File: src/rtl/truth_table_sweeper_pkg.sv
// Shared definitions for the truth-table sweeper.
//   op_e    : 3-bit function select, one N-input reduction per code.
//   state_e : sweep controller states.
package truth_table_sweeper_pkg;

  typedef enum logic [2:0] {
    OP_AND  = 3'd0,
    OP_OR   = 3'd1,
    OP_NAND = 3'd2,
    OP_NOR  = 3'd3,
    OP_XOR  = 3'd4,
    OP_XNOR = 3'd5,
    OP_MSB  = 3'd6,
    OP_NMSB = 3'd7
  } op_e;

  typedef enum logic [1:0] {
    IDLE  = 2'd0,
    SWEEP = 2'd1,
    DONE  = 2'd2
  } state_e;

endpackage

File: src/rtl/truth_table_sweeper_if.sv
// Request/result bundle of the truth-table sweeper.
//   start     : request a sweep (sampled only while idle)
//   op        : function select, latched on an accepted start
//   ref_table : expected truth table, latched on an accepted start
//   busy      : high while minterms are being evaluated
//   done      : one-cycle completion pulse
//   m         : minterm currently being evaluated
//   tbl       : assembled truth table, bit k = f(minterm k)
//   ones      : number of set bits in tbl
//   match     : tbl equals the latched reference (valid after done)
// master drives the request side, slave is the sweeper.
interface truth_table_sweeper_if #(
  parameter int N = 2
);
  localparam int T = 2**N;

  logic         start;
  logic [2:0]   op;
  logic [T-1:0] ref_table;
  logic         busy;
  logic         done;
  logic [N-1:0] m;
  logic [T-1:0] tbl;
  logic [N:0]   ones;
  logic         match;

  modport master (
    output start, op, ref_table,
    input  busy, done, m, tbl, ones, match
  );

  modport slave (
    input  start, op, ref_table,
    output busy, done, m, tbl, ones, match
  );

endinterface

File: src/rtl/truth_table_sweeper_logic_fn.sv
// Combinational N-input reduction selected by op.
//   op : function select (op_e encoding)
//   m  : N-bit input combination
//   f  : function value for m
module logic_fn
  import truth_table_sweeper_pkg::*;
#(
  parameter int N = 2
) (
  input  logic [2:0]   op,
  input  logic [N-1:0] m,
  output logic         f
);

  // NOTE: always_comb uses blocking '=' and assigns every output a default
  // first, so no path leaves a value unassigned and no latch is inferred.
  always_comb begin
    f = 1'b0;
    case (op_e'(op))
      OP_AND:  f = &m;
      OP_OR:   f = |m;
      OP_NAND: f = ~&m;
      OP_NOR:  f = ~|m;
      OP_XOR:  f = ^m;
      OP_XNOR: f = ~^m;
      OP_MSB:  f = m[N-1];
      OP_NMSB: f = ~m[N-1];
      default: f = 1'b0;
    endcase
  end

endmodule

File: src/rtl/truth_table_sweeper.sv
// Truth-table sweep engine: evaluates the selected reduction for every
// minterm 0..2^N-1, one per clock, builds the table, counts the true
// minterms and compares the table with a caller-supplied reference.
//   clk   : rising-edge clock
//   reset : synchronous, active-high reset
//   bus   : slave side of truth_table_sweeper_if (start/op/ref_table in,
//           busy/done/m/tbl/ones/match out)
module truth_table_sweeper
  import truth_table_sweeper_pkg::*;
#(
  parameter int N = 2
) (
  input  logic                  clk,
  input  logic                  reset,
  truth_table_sweeper_if.slave  bus
);

  localparam int T = 2**N;

  state_e       state_q, state_d;
  logic [2:0]   op_q,    op_d;
  logic [T-1:0] ref_q,   ref_d;
  logic [T-1:0] tbl_q,   tbl_d;
  logic [N-1:0] m_q,     m_d;
  logic [N:0]   ones_q,  ones_d;
  logic         busy_q,  busy_d;
  logic         done_q,  done_d;
  logic         match_q, match_d;
  logic         f;

  // Evaluates the latched function at the current minterm.
  logic_fn #(.N(N)) u_logic_fn (
    .op (op_q),
    .m  (m_q),
    .f  (f)
  );

  always_comb begin
    state_d = state_q;
    op_d    = op_q;
    ref_d   = ref_q;
    tbl_d   = tbl_q;
    m_d     = m_q;
    ones_d  = ones_q;
    match_d = match_q;

    unique case (state_q)
      IDLE: begin
        if (bus.start) begin
          op_d    = bus.op;
          ref_d   = bus.ref_table;
          tbl_d   = '0;
          m_d     = '0;
          ones_d  = '0;
          match_d = 1'b0;
          state_d = SWEEP;
        end
      end
      SWEEP: begin
        tbl_d[m_q] = f;
        ones_d     = ones_q + (N+1)'(f);
        // Hold m on the last minterm so it never wraps back to 0.
        if (m_q == N'(T-1)) begin
          state_d = DONE;
        end else begin
          m_d = m_q + N'(1);
        end
      end
      DONE: begin
        // tbl_q is complete here: the last bit was written on entry to DONE.
        match_d = (tbl_q == ref_q);
        state_d = IDLE;
      end
      default: state_d = IDLE;
    endcase

    // Status flags are registered from the next state so they line up
    // exactly with the state they describe.
    busy_d = (state_d == SWEEP);
    done_d = (state_d == DONE);
  end

  // NOTE: sequential state uses non-blocking '<=' so every flop samples the
  // pre-edge values regardless of statement order.
  always_ff @(posedge clk) begin
    if (reset) begin
      state_q <= IDLE;
      op_q    <= '0;
      ref_q   <= '0;
      tbl_q   <= '0;
      m_q     <= '0;
      ones_q  <= '0;
      busy_q  <= 1'b0;
      done_q  <= 1'b0;
      match_q <= 1'b0;
    end else begin
      state_q <= state_d;
      op_q    <= op_d;
      ref_q   <= ref_d;
      tbl_q   <= tbl_d;
      m_q     <= m_d;
      ones_q  <= ones_d;
      busy_q  <= busy_d;
      done_q  <= done_d;
      match_q <= match_d;
    end
  end

  assign bus.busy  = busy_q;
  assign bus.done  = done_q;
  assign bus.m     = m_q;
  assign bus.tbl   = tbl_q;
  assign bus.ones  = ones_q;
  assign bus.match = match_q;

endmodule

File: src/flat_wrapper.sv
// flat-port wrapper written by rule: the top's interface ports become plain ports
module truth_table_sweeper_flat import truth_table_sweeper_pkg::*;
#(
  parameter int N = 2
)
  (clk, reset, bus_start, bus_op, bus_ref_table, bus_busy, bus_done, bus_m, bus_tbl, bus_ones, bus_match);
  truth_table_sweeper_if #(.N(N)) bus_i ();
  input  logic clk;
  input  logic reset;
  input wire logic [$bits(bus_i.start)-1:0] bus_start;
  input wire logic [$bits(bus_i.op)-1:0] bus_op;
  input wire logic [$bits(bus_i.ref_table)-1:0] bus_ref_table;
  output wire logic [$bits(bus_i.busy)-1:0] bus_busy;
  output wire logic [$bits(bus_i.done)-1:0] bus_done;
  output wire logic [$bits(bus_i.m)-1:0] bus_m;
  output wire logic [$bits(bus_i.tbl)-1:0] bus_tbl;
  output wire logic [$bits(bus_i.ones)-1:0] bus_ones;
  output wire logic [$bits(bus_i.match)-1:0] bus_match;
  assign bus_i.start = bus_start;
  assign bus_i.op = bus_op;
  assign bus_i.ref_table = bus_ref_table;
  assign bus_busy = bus_i.busy;
  assign bus_done = bus_i.done;
  assign bus_m = bus_i.m;
  assign bus_tbl = bus_i.tbl;
  assign bus_ones = bus_i.ones;
  assign bus_match = bus_i.match;
  truth_table_sweeper #(.N(N)) u_core (.clk(clk), .reset(reset), .bus(bus_i));
endmodule
File: config.mk
export PLATFORM = sky130hd
export DESIGN_NAME = truth_table_sweeper_flat
export DESIGN_NICKNAME = d
export VERILOG_FILES = /design/src/rtl/truth_table_sweeper_pkg.sv /design/src/rtl/truth_table_sweeper_if.sv /design/src/rtl/truth_table_sweeper_logic_fn.sv /design/src/rtl/truth_table_sweeper.sv /design/src/flat_wrapper.sv
export SDC_FILE = /design/constraint.sdc
export NUM_CORES = 1
export LEC_CHECK = 0
export CAP_MARGIN = 20
export CORE_AREA = 2 2 48 50
export DETAILED_ROUTE_END_ITERATION = 16
export DIE_AREA = 0 0 50 52
export DONT_BUFFER_PORTS = 1
export GPL_TIMING_DRIVEN = 0
export HOLD_SLACK_MARGIN = 0.02
export PLACE_DENSITY = 0.77
export SYNTH_ARGS = -nofsm -noshare
export SYNTH_HDL_FRONTEND = slang
export SYNTH_HIERARCHICAL = 1
export SYNTH_SLANG_ARGS = --single-unit
export TNS_END_PERCENT = 5
File: constraint.sdc
create_clock -name clk -period 4.64 [get_ports clk]
set_clock_uncertainty 0.05 [all_clocks]
set_input_delay 0.464 -clock clk [delete_from_list [all_inputs] [get_ports clk]]
set_output_delay 0.464 -clock clk [all_outputs]
set_load 0.03 [all_outputs]
# Yosys cells after proc, flatten, opt, wreduce, memory -nomap -nowiden
# Cells that the tools add are included.
[totals]
reg_bits = 21
output_inout_bits = 12
elab_cells = 60
[classes]
add_sub_neg = 2
n_lt_le_gt_ge = 2
eq_ne = 15
mux = 16
bitwise_logic = 1
n_reduce_logical = 15
[ops]
columns = ["operator", "count"]
rows = [
  ["equality test 3 bit (second input constant)", 4],
  ["two-way mux 2 bit", 4],
  ["case mux 1 bit (8 select lines)", 1],
  ["case mux 2 bit (2 select lines)", 2],
  ["case mux 4 bit (2 select lines)", 1],
  ["AND reduction 2 bit", 4],
  ["equality test 2 bit (second input constant)", 3],
  ["equality test 3 x 2 -> 1 bit (second input constant)", 2],
  ["case mux 3 bit (2 select lines)", 1],
  ["bitwise mux 4 bit", 1],
  ["equality test 2 x 1 -> 1 bit (second input constant)", 2],
  ["equality test 4 bit", 1],
  ["two-way mux 4 bit", 1],
  ["!= test 2 bit (second input constant)", 2],
  ["nonzero test 2 bit", 2],
  ["adder 3 x 1 -> 3 bit", 1],
  ["equality test 3 x 1 -> 1 bit (second input constant)", 1],
  ["logical NOT 3 bit", 1],
  ["< comparator 2 x 3 -> 1 bit (second input constant)", 1],
  ["two-way mux 3 bit", 1],
  ["AND reduction 3 bit", 1],
  ["adder 2 x 1 -> 2 bit (second input constant)", 1],
  ["demux 1 bit (select 2 bit)", 1],
  ["greater-or-equal comparator 2 x 1 -> 1 bit (second input constant)", 1],
  ["other kinds (9)", 11],
]

# Longest topological paths before layout
[logic_depth]
word_depth = 6
mapped_depth = 10
mapped_depth_nobuf = 10

# Cells and area by module
# Netlist, hierarchy kept.
[modules_own_cells]
columns = ["module", "n_inst", "cells_per_inst", "area_each_um2"]
rows = [
  ["truth_table_sweeper", 1, 103, 984.7],
  ["logic_fn", 1, 10, 88.8],
]

# Least setup slack after synthesis
# Ideal clock, no wire load.
[synth_path]
kind = "reg2reg"
startpoint = "register u_core.m_q[0], in the netlist u_core/bus.m[0]"
endpoint = "register u_core.ones_q[2], in the netlist u_core/bus.ones[2]"
arrival_time_ns = 2.146
required_ns = 4.460
setup_slack_ns = 2.314
stages_incl_launch_ff = 11
path_cell_list = "dfxtp_1 -> inv_1 -> ha_1 -> mux2i_1 -> xor2_1 -> mux2i_1 -> ha_1 -> ha_1 -> nor3b_1 -> o21ai_0 -> a21oi_1"
[synth_between]
elab_chain_len = 5
word_cells_on_any_way = 9
classes_between = "add/sub (1); mux (2); reduce/logical (6)"
[synth_rtl]
columns = ["element", "line_no", "rtl"]
rows = [
  ["start: declaration", "truth_table_sweeper.sv:24", "logic [N-1:0] m_q, m_d;"],
  ["start signal: assignment", "truth_table_sweeper.sv:101", "m_q <= m_d;"],
  ["OR reduction 2 bit / AND reduction 2 bit (equally long branches)", "--", ""],
  ["logical NOT 1 bit (on tied branches)", "truth_table_sweeper_logic_fn.sv:23, truth_table_sweeper_logic_fn.sv:22", ""],
  ["case mux 1 bit (8 select lines) *", "truth_table_sweeper_logic_fn.sv:19", "case (op_e'(op))"],
  ["net u_core.f", "truth_table_sweeper.sv:29", "logic f;"],
  ["adder 3 x 1 -> 3 bit *", "truth_table_sweeper.sv:61", "ones_d = ones_q + (N+1)'(f);"],
  ["case mux 3 bit (2 select lines) *", "truth_table_sweeper.sv:47", "unique case (state_q)"],
  ["end signal: assignment", "truth_table_sweeper.sv:102", "ones_q <= ones_d;"],
  ["end: declaration", "truth_table_sweeper.sv:25", "logic [N:0] ones_q, ones_d;"],
]
# Mark *: on every way through the listed nets, which the timed path passes. The rest lies on a longest branch.
# A chain may end at the register's enable or synchronous reset.

# Final worst setup path
# Same ends and word-level chain as after synthesis.

==> results.toml <==
[logic_synthesis]
ys_ff_latch = 21
async_reset_ff_frac = 0
synthCells = 113
ys_types = 31
yosysWarnings = 6
synth-edff-count = 0
syn_area_mm2 = 0.00107
synthTopCellsByArea = "dfxtp_1 39%, ha_1 9.3%, mux2i_1 9.3%, xor2_1 4.1%, nor2_1 3.8%"
ys_seq_area_frac = 0.392
synth_top_area_share = 0.392
syn_nets = 131
ys.flop_type = "dfxtp_1"
yosysTopAreaCell = "dfxtp_1"
postSynthAreaPerCell_um2 = 9.50

[clocking]
clock-root-buffer = "clkbuf_4"
htree_levels = 1
cts_tree = "done"
cts.sinks = 21
cts_buffers = 3
clock_latency_ns = 0.30
clkTransAtPathRegs_ns = 0.12
post_cts_buffers = 0
cts_hold_buf = 0
clk_path_buf_depth = 2
ctsResizeCount = 0

[floorplanning]
fp.dieArea_mm2 = 0.00260
core_mm2 = 0.00211
start_util = 0.510
num_rows = 17
die_w_um = 50
die_y_um = 52
ios = 22

[layout]
drive_gt1_frac = 0.128
num-nets-final = 136
fillers = 207
final_area_mm2 = 0.00113
synthToLayoutAreaGrowth_pct = 5.71
diodes = 0
seqCellArea_um2 = 420
multi_input_area_um2 = 591
fin_util = 0.539

[global_routing]
grt_first_pass_wirelength_mm = 3.07
grt_start_max_net_pins = 12
grt.total_usage = 0.157
grt_pass1_vias = 752
gr-total-overflow = 0
antenna_found_initial = 0

[critical_path]
critPathSlowestCell = "dfxtp_1"
crit_chain = "inv_1 -> ha_1 -> mux2i_1 -> xor2_1 -> mux2i_1 -> ha_1 -> ha_1 -> nor3b_1 -> o21ai_0 -> a21oi_1"
startpoint_type = "flop"
crit_top_cell = "ha_1"
worstPathArrival_ns = 2.84
cp_data_required_time_ns = 4.83
crit_type = "flop to flop"
cp-end-kind = "flop"
cp_max_fo = 9
cpPeakStageDelay_ns = 0.69

[place]
portBuffers = 0
routabilityCongestion = 0.753
place_area_mm2 = 0.00111
hpwl_mm = 1.39

[routing]
routedWlPerCell_um = 12.9
routed_wirelength_mm = 1.87
antenna_left = 0
drtIter0Drc = 14
first_pass_iters = 3
drc = 0
routed_via_density = 5.35
vias = 776

[timing]
max_slew_margin = 0.626
rsz0062_at_grt = "false"
period_share = 0.570
final_hold_viol_count = 0
setup_tns_ns = 0
drv_slew = 0
period_needed_ns = 2.65
whs_ns = 0.259
setup_viol = 0
worst_pin_slew_ns = 0.560
clock.fmax_mhz = 378

[power]
p_per_area_mw_per_mm2 = 293
p_leak_uw = 0.000475
fin_total_pwr_uw = 333
peakVddDrop_mv = 0.125

[flow_run]
drv_cap = 0

[hold_path]
hold_path_class = "input port to flop"

[outcome]
outcome = "finished clean"
worst paths after layout:
path	from	endpoint	slack, ns	depth (start not counted)
worst min register to register	u_core/op_q[2]	u_core/op_q[2]	0.49	2
worst max-delay path	u_core/bus.m[0]	u_core/bus.ones[2]	1.99	10
worst min-delay path	bus_ref_table[3]	u_core/ref_q[3]	0.26	2
worst max register to register	u_core/bus.m[0]	u_core/bus.ones[2]	1.99	10
cell usage after synthesis, types with 2 or more instances:
cell type / n
nand2_1: 5
nor3_1: 2
inv_1: 8
nand3_1: 5
xor2_1: 5
a21oi_1: 3
and3b_1: 2
ha_1: 8
a22oi_1: 2
mux2i_1: 10
nor2b_1: 3
dfxtp_1: 21
xnor2_1: 2
a21oi_2: 3
a31oi_1: 3
buf_2: 2
nor2_1: 11
o21ai_0: 5
final cells by class:
type	instances	area share
plain buffers	5	0.0287
flip-flops and latches	21	0.370
clock buffers	4	0.0232
multi-input cells	79	0.520
well taps	28	0.0309
inverters	8	0.0265
critical path: cells and delay by family, from the launching register on:
family,cells,cell delay (ns)
mux,2,0.56
simple gates,1,0.17
fa+ha+maj,3,0.68
flops,1,0.69
xor+xnor,1,0.09
compound gates,2,0.25
buf+inv,1,0.09
power by group:
part	leakage, µW	internal (µW)	switching (µW)
Sequential	0.000171	188	12.6
Combinational	0.000289	20.7	24.0
Clock	0.0000150	33.4	54.3
Total	0.000475	242	90.8
layer usage:
metal	global-route usage	vias up	part of all wire
li1	-	394	-
met1	0.170	368	0.46
met5	0	-	0
met4	0.106	0	0.0091
met2	0.268	12	0.48
met3	0.0402	2	0.058
metrics by stage:
stage	std cells	setup slack, ns
global route	145	1.73
detailed placement	141	1.99
finish	145	1.99
floorplan	113	2.31
CTS	145	1.97
global placement	141	2.05
cells in the final DEF, fill, tap and decap left out, types with 2 or more instances in the layout:
master	n
a21oi_1	3
a21oi_2	3
a22oi_1	2
a31oi_1	3
and3b_1	2
buf_2	2
clkbuf_1	2
clkbuf_4	3
dfxtp_1	21
ha_1	8
inv_1	8
mux2i_1	10
nand2_1	5
nand3_1	5
nor2_1	11
nor2b_1	3
nor3_1	2
o21ai_0	5
xnor2_1	2
xor2_1	5
kinds of logic (layout without fill, tap and decap cells):
family,after synthesis,in the layout,synth area share
AO/OA/AOI/OAI,19,19,0.121
adder cells (fa/ha/maj),8,8,0.0932
AND/OR/NAND/NOR,35,35,0.185
buffers and inverters,13,17,0.0583
XOR/XNOR,7,7,0.0571
multiplexers,10,10,0.0932
flip-flops,21,21,0.392
sequential cells by signal (all words and copies together) (netlist names):
| signal | count |
|---|---|
| u_core/bus.ones | 3 |
| u_core/bus.done | 1 |
| u_core/bus.tbl | 4 |
| u_core/bus.busy | 1 |
| u_core/bus.match | 1 |
| u_core/bus.m | 2 |
| u_core/ref_q | 4 |
| u_core/state_q | 2 |
| u_core/op_q | 3 |
Note: power is estimated with default switching activity, not from simulation.
